### src/rtl/pipe_pkg.sv
// pipe_pkg -- shared execute-pipeline definitions.
//   fwd_sel_t : select encoding for the Exec operand muxes (mux3).
//   PC_IDX    : register index of the PC; never forwarded.
//   e_tags_t  : register tags carried by the D/E stage of the hazard unit.
package pipe_pkg;

  typedef enum logic [1:0] {
    FWD_RF  = 2'b00,  // operand from the register file (Rd1E/Rd2E)
    FWD_WB  = 2'b01,  // operand from ResultW
    FWD_MEM = 2'b10   // operand from ALUResultM
  } fwd_sel_t;

  localparam logic [3:0] PC_IDX = 4'd15;

  typedef struct packed {
    logic [3:0] ra1;
    logic [3:0] ra2;
    logic       use_a;
    logic       use_b;
    logic [3:0] rd;
    logic       mem;    // instruction in E is a load
    logic       multi;  // instruction in E is a multi-cycle ALU op
  } e_tags_t;

endpackage

### src/rtl/exec_hazard_ctrl_if.sv
// exec_hazard_ctrl_if -- bundle between the execute pipeline and its hazard unit.
//   Decode side : RA1D, RA2D, UseA_D, UseB_D, RdD, RegWriteD, MemtoRegD, MultiCycleD
//   Exec side   : RegWriteE (condition-qualified), PCSrcE (taken branch in E)
//   Hazard side : forwardAE/forwardBE, StallF/D/E, FlushD/E/M, BusyE
// master = pipeline (drives instruction info), slave = hazard controller.
interface exec_hazard_ctrl_if;
  import pipe_pkg::*;

  logic [3:0] RA1D;
  logic [3:0] RA2D;
  logic       UseA_D;
  logic       UseB_D;
  logic [3:0] RdD;
  logic       RegWriteD;
  logic       MemtoRegD;
  logic       MultiCycleD;
  logic       RegWriteE;
  logic       PCSrcE;

  logic [1:0] forwardAE;
  logic [1:0] forwardBE;
  logic       StallF;
  logic       StallD;
  logic       StallE;
  logic       FlushD;
  logic       FlushE;
  logic       FlushM;
  logic       BusyE;

  modport master (
    output RA1D, RA2D, UseA_D, UseB_D, RdD, RegWriteD, MemtoRegD, MultiCycleD,
           RegWriteE, PCSrcE,
    input  forwardAE, forwardBE, StallF, StallD, StallE, FlushD, FlushE, FlushM,
           BusyE
  );

  modport slave (
    input  RA1D, RA2D, UseA_D, UseB_D, RdD, RegWriteD, MemtoRegD, MultiCycleD,
           RegWriteE, PCSrcE,
    output forwardAE, forwardBE, StallF, StallD, StallE, FlushD, FlushE, FlushM,
           BusyE
  );

endinterface

### src/rtl/exec_hazard_ctrl_mc_counter.sv
// mc_counter -- occupancy counter for multi-cycle ALU ops in E.
//   clk, rst_n  : clock, asynchronous active-low reset
//   load_i      : a multi-cycle op enters E on this edge
//   multi_e_i   : the op currently held in E is multi-cycle
//   busy_o      : remaining occupancy non-zero (E must be held)
// A MUL_LAT-cycle op needs MUL_LAT-1 extra cycles in E, so the counter loads
// MUL_LAT-1; MUL_LAT=1 therefore never raises busy_o.
module mc_counter #(
  parameter int MUL_LAT = 3
) (
  input  logic clk,
  input  logic rst_n,
  input  logic load_i,
  input  logic multi_e_i,
  output logic busy_o
);

  localparam logic [3:0] LOAD_VAL = 4'(MUL_LAT - 1);

  logic [3:0] cnt_q, cnt_d;

  // A non-zero count always belongs to the multi-cycle op frozen in E, so
  // gating the decrement with multi_e_i only documents that pairing.
  always_comb begin
    cnt_d = cnt_q;
    if (load_i) begin
      cnt_d = LOAD_VAL;
    end else if ((cnt_q != 4'd0) && multi_e_i) begin
      cnt_d = cnt_q - 4'd1;
    end
  end

  always_ff @(posedge clk or negedge rst_n) begin
    if (!rst_n) begin
      cnt_q <= 4'd0;
    end else begin
      cnt_q <= cnt_d;
    end
  end

  assign busy_o = (cnt_q != 4'd0);

endmodule

### src/rtl/exec_hazard_ctrl.sv
// exec_hazard_ctrl -- hazard/forwarding scheduler for the execute datapath.
//   clk    : clock, rising edge
//   reset  : asynchronous, active-low
//   bus    : exec_hazard_ctrl_if.slave
//            in : decode tags (RA1D, RA2D, UseA_D, UseB_D, RdD, RegWriteD,
//                 MemtoRegD, MultiCycleD), RegWriteE, PCSrcE
//            out: forwardAE/forwardBE, StallF/D/E, FlushD/E/M, BusyE
// Keeps a shadow copy of the E/M/W register tags that advances, holds and
// bubbles exactly as the stall/flush signals it issues to the real pipeline.
module exec_hazard_ctrl
  import pipe_pkg::*;
#(
  parameter int         MUL_LAT = 3,
  parameter logic [3:0] PC_REG  = PC_IDX
) (
  input  logic                clk,
  input  logic                reset,
  exec_hazard_ctrl_if.slave   bus
);

  e_tags_t    e_q, e_d;
  logic [3:0] rd_m_q, rd_m_d;
  logic       rw_m_q, rw_m_d;
  logic [3:0] rd_w_q;
  logic       rw_w_q;
  logic       ready_q;

  fwd_sel_t   fwd_a, fwd_b;
  logic       ldstall;
  logic       pcsrc;
  logic       busy;
  logic       stall_f;
  logic       flush_e;
  logic       enter_e;

  // Forwarding: the M stage holds the younger result, so it wins over W.
  always_comb begin
    fwd_a = FWD_RF;
    if (e_q.use_a && (e_q.ra1 != PC_REG)) begin
      if (rw_m_q && (rd_m_q == e_q.ra1)) begin
        fwd_a = FWD_MEM;
      end else if (rw_w_q && (rd_w_q == e_q.ra1)) begin
        fwd_a = FWD_WB;
      end
    end
  end

  always_comb begin
    fwd_b = FWD_RF;
    if (e_q.use_b && (e_q.ra2 != PC_REG)) begin
      if (rw_m_q && (rd_m_q == e_q.ra2)) begin
        fwd_b = FWD_MEM;
      end else if (rw_w_q && (rd_w_q == e_q.ra2)) begin
        fwd_b = FWD_WB;
      end
    end
  end

  assign ldstall = e_q.mem & ((bus.UseA_D & (bus.RA1D == e_q.rd)) |
                              (bus.UseB_D & (bus.RA2D == e_q.rd)));

  // The first cycle out of reset ignores PCSrcE so every output stays quiet
  // until the surrounding pipeline registers have been clocked once.
  assign pcsrc = bus.PCSrcE & ready_q;

  // A taken branch must let F load the target, so it cancels any stall.
  // While a MUL is busy the load cannot be in E, so ldstall is stale and is
  // kept out of FlushE (it still holds F/D, which StallE requires anyway).
  assign stall_f = (ldstall | busy) & ~pcsrc;
  assign flush_e = (ldstall & ~busy) | pcsrc;
  assign enter_e = ~busy & ~flush_e;

  mc_counter #(
    .MUL_LAT (MUL_LAT)
  ) u_mc_counter (
    .clk       (clk),
    .rst_n     (reset),
    .load_i    (enter_e & bus.MultiCycleD),
    .multi_e_i (e_q.multi),
    .busy_o    (busy)
  );

  // D->E and E->M tag next-state
  always_comb begin
    e_d = e_q;
    if (!busy) begin
      if (flush_e) begin
        e_d = '0;
      end else begin
        e_d.ra1   = bus.RA1D;
        e_d.ra2   = bus.RA2D;
        e_d.use_a = bus.UseA_D;
        e_d.use_b = bus.UseB_D;
        e_d.rd    = bus.RdD;
        e_d.mem   = bus.MemtoRegD;
        e_d.multi = bus.MultiCycleD;
      end
    end

    rd_m_d = e_q.rd;
    rw_m_d = bus.RegWriteE;
    if (busy) begin
      rd_m_d = 4'd0;
      rw_m_d = 1'b0;
    end
  end

  always_ff @(posedge clk or negedge reset) begin
    if (!reset) begin
      e_q     <= '0;
      rd_m_q  <= 4'd0;
      rw_m_q  <= 1'b0;
      rd_w_q  <= 4'd0;
      rw_w_q  <= 1'b0;
      ready_q <= 1'b0;
    end else begin
      e_q     <= e_d;
      rd_m_q  <= rd_m_d;
      rw_m_q  <= rw_m_d;
      rd_w_q  <= rd_m_q;
      rw_w_q  <= rw_m_q;
      ready_q <= 1'b1;
    end
  end

  assign bus.forwardAE = fwd_a;
  assign bus.forwardBE = fwd_b;
  assign bus.StallF    = stall_f;
  assign bus.StallD    = stall_f;
  assign bus.StallE    = busy;
  assign bus.FlushD    = pcsrc;
  assign bus.FlushE    = flush_e;
  assign bus.FlushM    = busy;
  assign bus.BusyE     = busy;

endmodule

### src/flat_wrapper.sv
// flat-port wrapper written by rule: the top's interface ports become plain ports
module exec_hazard_ctrl_flat import pipe_pkg::*;
#(
  parameter int         MUL_LAT = 3,
  parameter logic [3:0] PC_REG  = PC_IDX
)
  (clk, reset, bus_RA1D, bus_RA2D, bus_UseA_D, bus_UseB_D, bus_RdD, bus_RegWriteD, bus_MemtoRegD, bus_MultiCycleD, bus_RegWriteE, bus_PCSrcE, bus_forwardAE, bus_forwardBE, bus_StallF, bus_StallD, bus_StallE, bus_FlushD, bus_FlushE, bus_FlushM, bus_BusyE);
  exec_hazard_ctrl_if bus_i ();
  input  logic clk;
  input  logic reset;
  input wire logic [$bits(bus_i.RA1D)-1:0] bus_RA1D;
  input wire logic [$bits(bus_i.RA2D)-1:0] bus_RA2D;
  input wire logic [$bits(bus_i.UseA_D)-1:0] bus_UseA_D;
  input wire logic [$bits(bus_i.UseB_D)-1:0] bus_UseB_D;
  input wire logic [$bits(bus_i.RdD)-1:0] bus_RdD;
  input wire logic [$bits(bus_i.RegWriteD)-1:0] bus_RegWriteD;
  input wire logic [$bits(bus_i.MemtoRegD)-1:0] bus_MemtoRegD;
  input wire logic [$bits(bus_i.MultiCycleD)-1:0] bus_MultiCycleD;
  input wire logic [$bits(bus_i.RegWriteE)-1:0] bus_RegWriteE;
  input wire logic [$bits(bus_i.PCSrcE)-1:0] bus_PCSrcE;
  output wire logic [$bits(bus_i.forwardAE)-1:0] bus_forwardAE;
  output wire logic [$bits(bus_i.forwardBE)-1:0] bus_forwardBE;
  output wire logic [$bits(bus_i.StallF)-1:0] bus_StallF;
  output wire logic [$bits(bus_i.StallD)-1:0] bus_StallD;
  output wire logic [$bits(bus_i.StallE)-1:0] bus_StallE;
  output wire logic [$bits(bus_i.FlushD)-1:0] bus_FlushD;
  output wire logic [$bits(bus_i.FlushE)-1:0] bus_FlushE;
  output wire logic [$bits(bus_i.FlushM)-1:0] bus_FlushM;
  output wire logic [$bits(bus_i.BusyE)-1:0] bus_BusyE;
  assign bus_i.RA1D = bus_RA1D;
  assign bus_i.RA2D = bus_RA2D;
  assign bus_i.UseA_D = bus_UseA_D;
  assign bus_i.UseB_D = bus_UseB_D;
  assign bus_i.RdD = bus_RdD;
  assign bus_i.RegWriteD = bus_RegWriteD;
  assign bus_i.MemtoRegD = bus_MemtoRegD;
  assign bus_i.MultiCycleD = bus_MultiCycleD;
  assign bus_i.RegWriteE = bus_RegWriteE;
  assign bus_i.PCSrcE = bus_PCSrcE;
  assign bus_forwardAE = bus_i.forwardAE;
  assign bus_forwardBE = bus_i.forwardBE;
  assign bus_StallF = bus_i.StallF;
  assign bus_StallD = bus_i.StallD;
  assign bus_StallE = bus_i.StallE;
  assign bus_FlushD = bus_i.FlushD;
  assign bus_FlushE = bus_i.FlushE;
  assign bus_FlushM = bus_i.FlushM;
  assign bus_BusyE = bus_i.BusyE;
  exec_hazard_ctrl #(.MUL_LAT(MUL_LAT), .PC_REG(PC_REG)) u_core (.clk(clk), .reset(reset), .bus(bus_i));
endmodule
### config.mk
export PLATFORM = sky130hd
export DESIGN_NAME = exec_hazard_ctrl_flat
export DESIGN_NICKNAME = d
export VERILOG_FILES = /design/src/rtl/pipe_pkg.sv /design/src/rtl/exec_hazard_ctrl_if.sv /design/src/rtl/exec_hazard_ctrl_mc_counter.sv /design/src/rtl/exec_hazard_ctrl.sv /design/src/flat_wrapper.sv
export SDC_FILE = /design/constraint.sdc
export NUM_CORES = 1
export LEC_CHECK = 0
export BUFFER_PORTS_ARGS = -buffer_cell sky130_fd_sc_hd__buf_4
export CELL_PAD_IN_SITES_DETAIL_PLACEMENT = 1
export CELL_PAD_IN_SITES_GLOBAL_PLACEMENT = 2
export CORE_UTILIZATION = 35
export DETAILED_ROUTE_END_ITERATION = 8
export PLACE_DENSITY = 0.74
export SYNTH_ARGS = -nofsm -noshare
export SYNTH_HDL_FRONTEND = slang
export SYNTH_SLANG_ARGS = --single-unit
### constraint.sdc
create_clock -name clk -period 3.5 [get_ports clk]
set_clock_uncertainty 0.1 [all_clocks]
set_input_delay 0.35 -clock clk [delete_from_list [all_inputs] [get_ports clk]]
set_output_delay 0.35 -clock clk [all_outputs]
set_load 0.03 [all_outputs]
==> results of run 1 <==
==> worst max-delay path, stage by stage, from the launching register on <==
cell and delay (ns):
dfrtp_1 0.38, inv_1 0.15, ha_1 0.20, nor3b_4 0.34
inv_2 0.27, nor3_4 0.26, nor2_1 0.07, buf_4 0.17
==> stage by stage <==
step | power [W] | util
detailed placement | 0.00137 | 0.417
finish | 0.00162 | 0.439
global route | 0.00174 | 0.439
global placement | 0.00134 | 0.417
floorplan | 0.00119 | -
CTS | 0.00165 | 0.439
==> flip-flops by register name, indices dropped and copies added (netlist names) <==
signal                     cells
u_core.rw_m_q                  1
u_core.u_mc_counter.cnt_q      4
u_core.rw_w_q                  1
u_core.rd_w_q                  4
u_core.e_q                    16
u_core.ready_q                 1
u_core.rd_m_q                  4
==> how the worst min path moves through the flow <==
stage	startpoint	end	slack, ns	cells after the start
6_report	bus_MultiCycleD	u_core.u_mc_counter.cnt_q[0]	0.18	2
5_1_grt	bus_RegWriteE	u_core.rw_m_q	0.17	2
4_1_cts	bus_MultiCycleD	u_core.u_mc_counter.cnt_q[0]	0.18	2
3_5_place_dp	reset	u_core.e_q[7]	0.21	1
3_3_place_gp	reset	u_core.e_q[10]	0.20	1
2_1_floorplan	reset	u_core.e_q[0]	-0.05	0
==> where the power goes <==
group	switching, W	total [W]	internal (W)
logic	0.000363	0.000701	0.000338
registers	0.000163	0.000655	0.000492
clock network	0.000130	0.000266	0.000136
==> routing by layer <==
metal / vias up / global-route usage / routed length (um)
li1: 542 / - / -
met1: 569 / 0.201 / 1590
met2: 15 / 0.289 / 1940
met3: 4 / 0.0482 / 91
met4: 0 / 0.0612 / 57
met5: - / 0 / 0
==> cell families (layout without fill, tap and decap cells) <==
kind of cell / count (synthesis) / count (layout) / share of synthesized area
simple gates: 36 / 36 / 0.157
flops: 31 / 31 / 0.492
compound gates: 25 / 25 / 0.148
xor+xnor: 25 / 25 / 0.139
buf+inv: 12 / 44 / 0.0453
fa+ha+maj: 2 / 2 / 0.0159
other cells: 1 / 1 / 0.00238
==> layout make-up <==
type	count	area share
Clock buffer	5	0.0360
Clock inverter	3	0.00786
Inverter	4	0.00786
Multi-Input combinational cell	89	0.381
Sequential cell	31	0.406
Tap cell	52	0.0341
Timing Repair Buffer	32	0.127
==> Yosys cell counts <==
| cell type | n | area share |
|---|---|---|
| a21o_1 | 1 | 0.0048 |
| a21oi_1 | 1 | 0.0032 |
| a31oi_1 | 1 | 0.0040 |
| a32o_1 | 8 | 0.051 |
| a32o_2 | 8 | 0.057 |
| a41oi_1 | 1 | 0.0056 |
| and2_1 | 4 | 0.016 |
| and2_2 | 1 | 0.0048 |
| and3_1 | 2 | 0.0079 |
| buf_4 | 3 | 0.014 |
| buf_6 | 2 | 0.014 |
| clkbuf_1 | 3 | 0.0071 |
| conb_1 | 1 | 0.0024 |
| dfrtp_1 | 31 | 0.49 |
| ha_1 | 2 | 0.016 |
| inv_1 | 3 | 0.0071 |
| inv_2 | 1 | 0.0024 |
| nand2_1 | 6 | 0.014 |
| nand3_1 | 5 | 0.016 |
| nand4_1 | 4 | 0.016 |
| nor2_1 | 2 | 0.0048 |
| nor3_1 | 4 | 0.013 |
| nor3_4 | 1 | 0.010 |
| nor3b_4 | 1 | 0.012 |
| nor4_1 | 2 | 0.0079 |
| nor4_4 | 2 | 0.027 |
| o211a_1 | 1 | 0.0064 |
| o211ai_1 | 1 | 0.0048 |
| o21a_1 | 1 | 0.0048 |
| o21ai_0 | 1 | 0.0032 |
| o21ai_1 | 1 | 0.0032 |
| or3_1 | 2 | 0.0079 |
| xnor2_1 | 13 | 0.072 |
| xor2_1 | 12 | 0.067 |
==> timing repair <==
action,in CTS,in global routing
hold buffers,1,0
endpoints found under the hold margin,31,0
buffers inserted,0,0
endpoints found under the setup margin,0,0
==> metrics.md, run 1 <==
| Metric | Value |
|---|---|
| Setup-failing EPs final | `0` |
| Cell Pwr Density | `849 nW/um^2` |
| Worst Path Max Fanout | `24` |
| Post-Place Worst Slack | `1.19 ns` |
| Setup crit start | `u_core.u_mc_counter.cnt_q[0]` |
| Post-route minimum period | `2.58 ns` |
| RSZ-0062 raised after global routing | `no` |
| Die width | `69.1 um` |
| Yosys warning count | `0` |
| Inserted Clock Buffers | `5` |
| Syn Area/Cell | `11.9 sq um` |
| Design Area, Final | `1910 sq um` |
| Dpl cell area | `1820 sq um` |
| CTS root buffer | `clkbuf_8` |
| Worst Setup EP | `bus_StallD` |
| Final Net Count | `186` |
| PnR worst setup slack | `0.924 ns` |
| Total grt overflow | `0` |
| Startpoint types | `flip-flop` |
| Via/cell ratio | `5.23` |
| CP required | `3.05 ns` |
| Reg2reg setup slack | `1.24 ns` |
| Tcrit/Tclk final | `0.736` |
| Post-synth net total | `155` |
| Routed via count | `1,130` |
| Antenna viol nets, final | `0` |
| Max Slew Vio Count | `0` |
| Fillers | `466` |
| Die area | `4770 sq um` |
| Syn Inst Count | `132` |
| Pin count of the biggest net entering global routing | `32` |
| Clock tree buffer depth | `2` |
| I/O Buffers | `30` |
| GRT Total Usage | `0.169` |
| Syn-to-layout area delta | `21.3%` |
| Inst Count DP | `207` |
| Setup TNS | `0 ns` |
| CTS H-tree lvls | `2` |
| Peak VDD IR | `0.333 mV` |
| Synth cell types | `34` |
| Reg2reg start | `u_core.u_mc_counter.cnt_q[0]` |
| Setup Crit Path Kind | `flip-flop to output port` |
| Crit end category | `output port` |
| Multi-input gate area | `728 sq um` |
| Mapped Area | `1580 sq um` |
| Drt drc | `0` |
| Most frequent cells in the layout | `31 x buf_4, 31 x dfrtp_1, 13 x xnor2_1` |
| Max-cap violations | `0` |
| Worst path arrival time | `2.13 ns` |
| Worst R2R Path Depth | `7` |
| Core Area | `4350 sq um` |
| Vias in the first global route | `1,207` |
| Reg area | `776 sq um` |
| DRT Pass-1 Iters | `4` |
| Clock-pin slew on the worst setup and hold paths | `0.06 ns` |
| Final Non-Filler Cells | `216` |
| Sequential element share of the synthesized area | `0.492` |
| WL/cell | `17.0 um` |
| # IOs | `32` |
| Static Leak | `0.924 nW` |
| Fin. Hold Viols | `0` |
| Final wirelength | `3680 um` |
| Starting DRT DRC Count | `69` |
| Layout cells sized above 1 | `0.323` |
| CTS tree | `done` |
| Clock Latency Late Sink | `0.28 ns` |
| Diodes inserted | `0` |
| WHS | `0.183 ns` |
| Die H | `69.1 um` |
| Actual slew at the worst max-slew pin | `0.702 ns` |
| Post-DP HPWL | `2750 um` |
| Global-route wire length before repair | `6070 um` |
| Antenna violations before repair | `0` |
| PostCTS Resize Cnt | `0` |
| Capture point of the worst reg-to-reg path | `u_core.u_mc_counter.cnt_q[0]` |
| Yosys reg bits | `31` |
| Routability congestion estimate from global placement | `0.755` |
| Hold Path Class | `primary input to flip-flop` |
| FMAX | `0.388 GHz` |
| Initial Utilization | `0.362` |
| FP Rows | `24` |
| Clk sink count | `31` |
| Status | `completed` |
| Slew headroom | `0.531` |
No activity file was read; power rests on OpenSTA's default activity.
==> run 2, diff against run 1 <==
- clock period: 3.5 -> 2.7 ns (I/O delays scaled with it)
==> metrics.md, run 2 (synthesis results as in run 1) <==
| Metric | Value |
|---|---|
| Status | `completed` |
| Hold Buf Count CTS | `1 (unchanged)` |
| Hold Path Class | `primary input to flip-flop` |
| # IOs | `32 (unchanged)` |
| Routability congestion estimate from global placement | `0.732 (-3.1%)` |
| Worst Path Buf+Inv | `3 (unchanged)` |
| Setup TNS | `0 ns (unchanged)` |
| Final Net Count | `189 (+1.6%)` |
| CTS H-tree lvls | `2 (unchanged)` |
| CTS tree | `done` |
| Fillers | `476 (+2.1%)` |
| Inserted Clock Buffers | `5 (unchanged)` |
| Max reg flops | `16 (unchanged)` |
| Post-DP HPWL | `2800 um (+1.7%)` |
| Die H | `69.1 um (unchanged)` |
| GRT Total Usage | `0.162 (-0.00671)` |
| Hold Startpoint | `bus_RegWriteE` |
| Syn-to-layout area delta | `23.7%` |
| Crit end category | `output port` |
| Clock tree buffer depth | `2 (unchanged)` |
| Peak VDD IR | `0.510 mV (+53%)` |
| Die area | `4770 sq um (unchanged)` |
| Most frequent cells in the layout | `34 x buf_4, 31 x dfrtp_1, 13 x xnor2_1` |
| Pin count of the biggest net entering global routing | `32 (unchanged)` |
| Worst hold endpoint | `u_core.rw_m_q` |
| WL/cell | `16.8 um (-1.2%)` |
| Layout cells sized above 1 | `0.329 (+0.00617)` |
| Max-cap violations | `0 (unchanged)` |
| Setup-failing EPs final | `0 (unchanged)` |
| Cell Pwr Density | `1120 nW/um^2 (+32%)` |
| Worst path arrival time | `1.98 ns (-0.15 ns)` |
| Multi-input gate area | `728 sq um (unchanged)` |
| Clock Latency Late Sink | `0.28 ns (about the same)` |
| Inst Count DP | `210 (+1.4%)` |
| Fin. Hold Viols | `0 (unchanged)` |
| Antenna violations before repair | `0 (unchanged)` |
| DRT Pass-1 Iters | `4 (unchanged)` |
| Global-route wire length before repair | `5950 um (-1.9%)` |
| Worst R2R Path Depth | `8 (+1)` |
| Cell family with most CP delay | `simple AND/OR/NAND/NOR gates` |
| Reg2reg setup slack | `0.55 ns (-0.69 ns)` |
| CP max-delay cell | `dfrtp_1` |
| Clock-pin slew on the worst setup and hold paths | `0.06 ns (about the same)` |
| PostCTS Resize Cnt | `0 (unchanged)` |
| Total grt overflow | `0 (unchanged)` |
| CTS root buffer | `clkbuf_8` |
| Worst Path Max Fanout | `24 (unchanged)` |
| Static Leak | `0.943 nW (+2.0%)` |
| FP Rows | `24 (unchanged)` |
| Initial Utilization | `0.362 (unchanged)` |
| Tcrit/Tclk final | `0.869` |
| Most common cell after layout, fill and taps aside | `buf_4` |
| Drt drc | `0 (unchanged)` |
| Final wirelength | `3690 um (+0.22%)` |
| Postcts setup bufs | `0 (unchanged)` |
| CP peak stage delay | `0.38 ns (about the same)` |
| Clk sink count | `31 (unchanged)` |
| CP required | `2.33 ns (-0.72 ns)` |
| Die width | `69.1 um (unchanged)` |
| Routed via count | `1,164 (+3.0%)` |
| Crit path cell chain | `inv_1 > ha_1 > nor3b_4 > inv_2 > nor3_4 > nor2_1 > buf_4` |
| Antenna viol nets, final | `0 (unchanged)` |
| Final Non-Filler Cells | `219 (+1.4%)` |
| Diodes inserted | `0 (unchanged)` |
| FMAX | `0.426 GHz` |
| Via/cell ratio | `5.32 (+1.6%)` |
| Core Area | `4350 sq um (unchanged)` |
| Post-route minimum period | `2.35 ns` |
| RSZ-0062 raised after global routing | `no` |
| Setup Crit Path Kind | `flip-flop to output port` |
| Largest Register | `u_core.e_q` |
| Capture point of the worst reg-to-reg path | `u_core.u_mc_counter.cnt_q[1]` |
| I/O Buffers | `30 (unchanged)` |
| Startpoint types | `flip-flop` |
| Reg area | `776 sq um (unchanged)` |
| Dpl cell area | `1840 sq um (+1.2%)` |
| Hold Path Stages | `2 (unchanged)` |
| Vias in the first global route | `1,190 (-1.4%)` |
| Starting DRT DRC Count | `49 (-29%)` |
| Max Slew Vio Count | `0 (unchanged)` |
| Reg2reg start | `u_core.u_mc_counter.cnt_q[1]` |
| Design Area, Final | `1950 sq um (+2.0%)` |
## run 2: layout make-up
cell class | count | area share
Multi-Input combinational cell | 89 | 0.374
Tap cell | 52 | 0.0334
Sequential cell | 31 | 0.398
Timing Repair Buffer | 35 | 0.136
Inverter | 4 | 0.00770
Clock buffer | 8 | 0.0513
## run 2: report_power, final
group	internal (W)	total, W	leakage, nW	switching [W]
Clock	0.000232	0.000398	0.0515	0.000165
Combinational	0.000457	0.000937	0.489	0.000480
Sequential	0.000637	0.000842	0.402	0.000205
## run 2: routing by layer
layer / wire [um] / part of all wire / track usage / vias to the layer above
met5: 0 / 0 / 0 / -
met4: 52 / 0.014 / 0.0703 / 0
li1: - / - / - / 549
met3: 79 / 0.021 / 0.0453 / 6
met2: 1870 / 0.51 / 0.263 / 17
met1: 1680 / 0.46 / 0.201 / 592
## run 2: worst max path at each step
| stage | start | to | slack (ns) | cells past startpoint |
|---|---|---|---|---|
| 6_report | u_core.u_mc_counter.cnt_q[0] | bus_StallF | 0.35 | 7 |
| 2_1_floorplan | u_core.ready_q | bus_StallF | 0.39 | 6 |
| 3_3_place_gp | u_core.u_mc_counter.cnt_q[0] | u_core.u_mc_counter.cnt_q[1] | 0.65 | 8 |
| 3_5_place_dp | u_core.u_mc_counter.cnt_q[1] | u_core.u_mc_counter.cnt_q[1] | 0.59 | 8 |
| 5_1_grt | u_core.u_mc_counter.cnt_q[0] | bus_StallF | 0.25 | 7 |
| 4_1_cts | u_core.u_mc_counter.cnt_q[0] | bus_StallF | 0.35 | 7 |
## run 2: worst reg2reg max path, stage by stage, from the launching register on
cell and delay (ns):
dfrtp_1 0.41, inv_1 0.08, ha_1 0.20, nor3b_4 0.16
inv_2 0.36, nand2_1 0.21, o211ai_1 0.13, o21ai_1 0.08
or3_1 0.31
## run 2: through the flow
stage	util	hold WS, ns	power (W)	worst slack (ns)
detailed placement	0.422	0.132	0.00179	0.587
global route	0.448	0.0966	0.00232	0.252
CTS	0.448	0.0977	0.00220	0.355
finish	0.448	0.103	0.00218	0.353
floorplan	-	-0.126	0.00155	0.387
global placement	0.422	0.127	0.00175	0.654
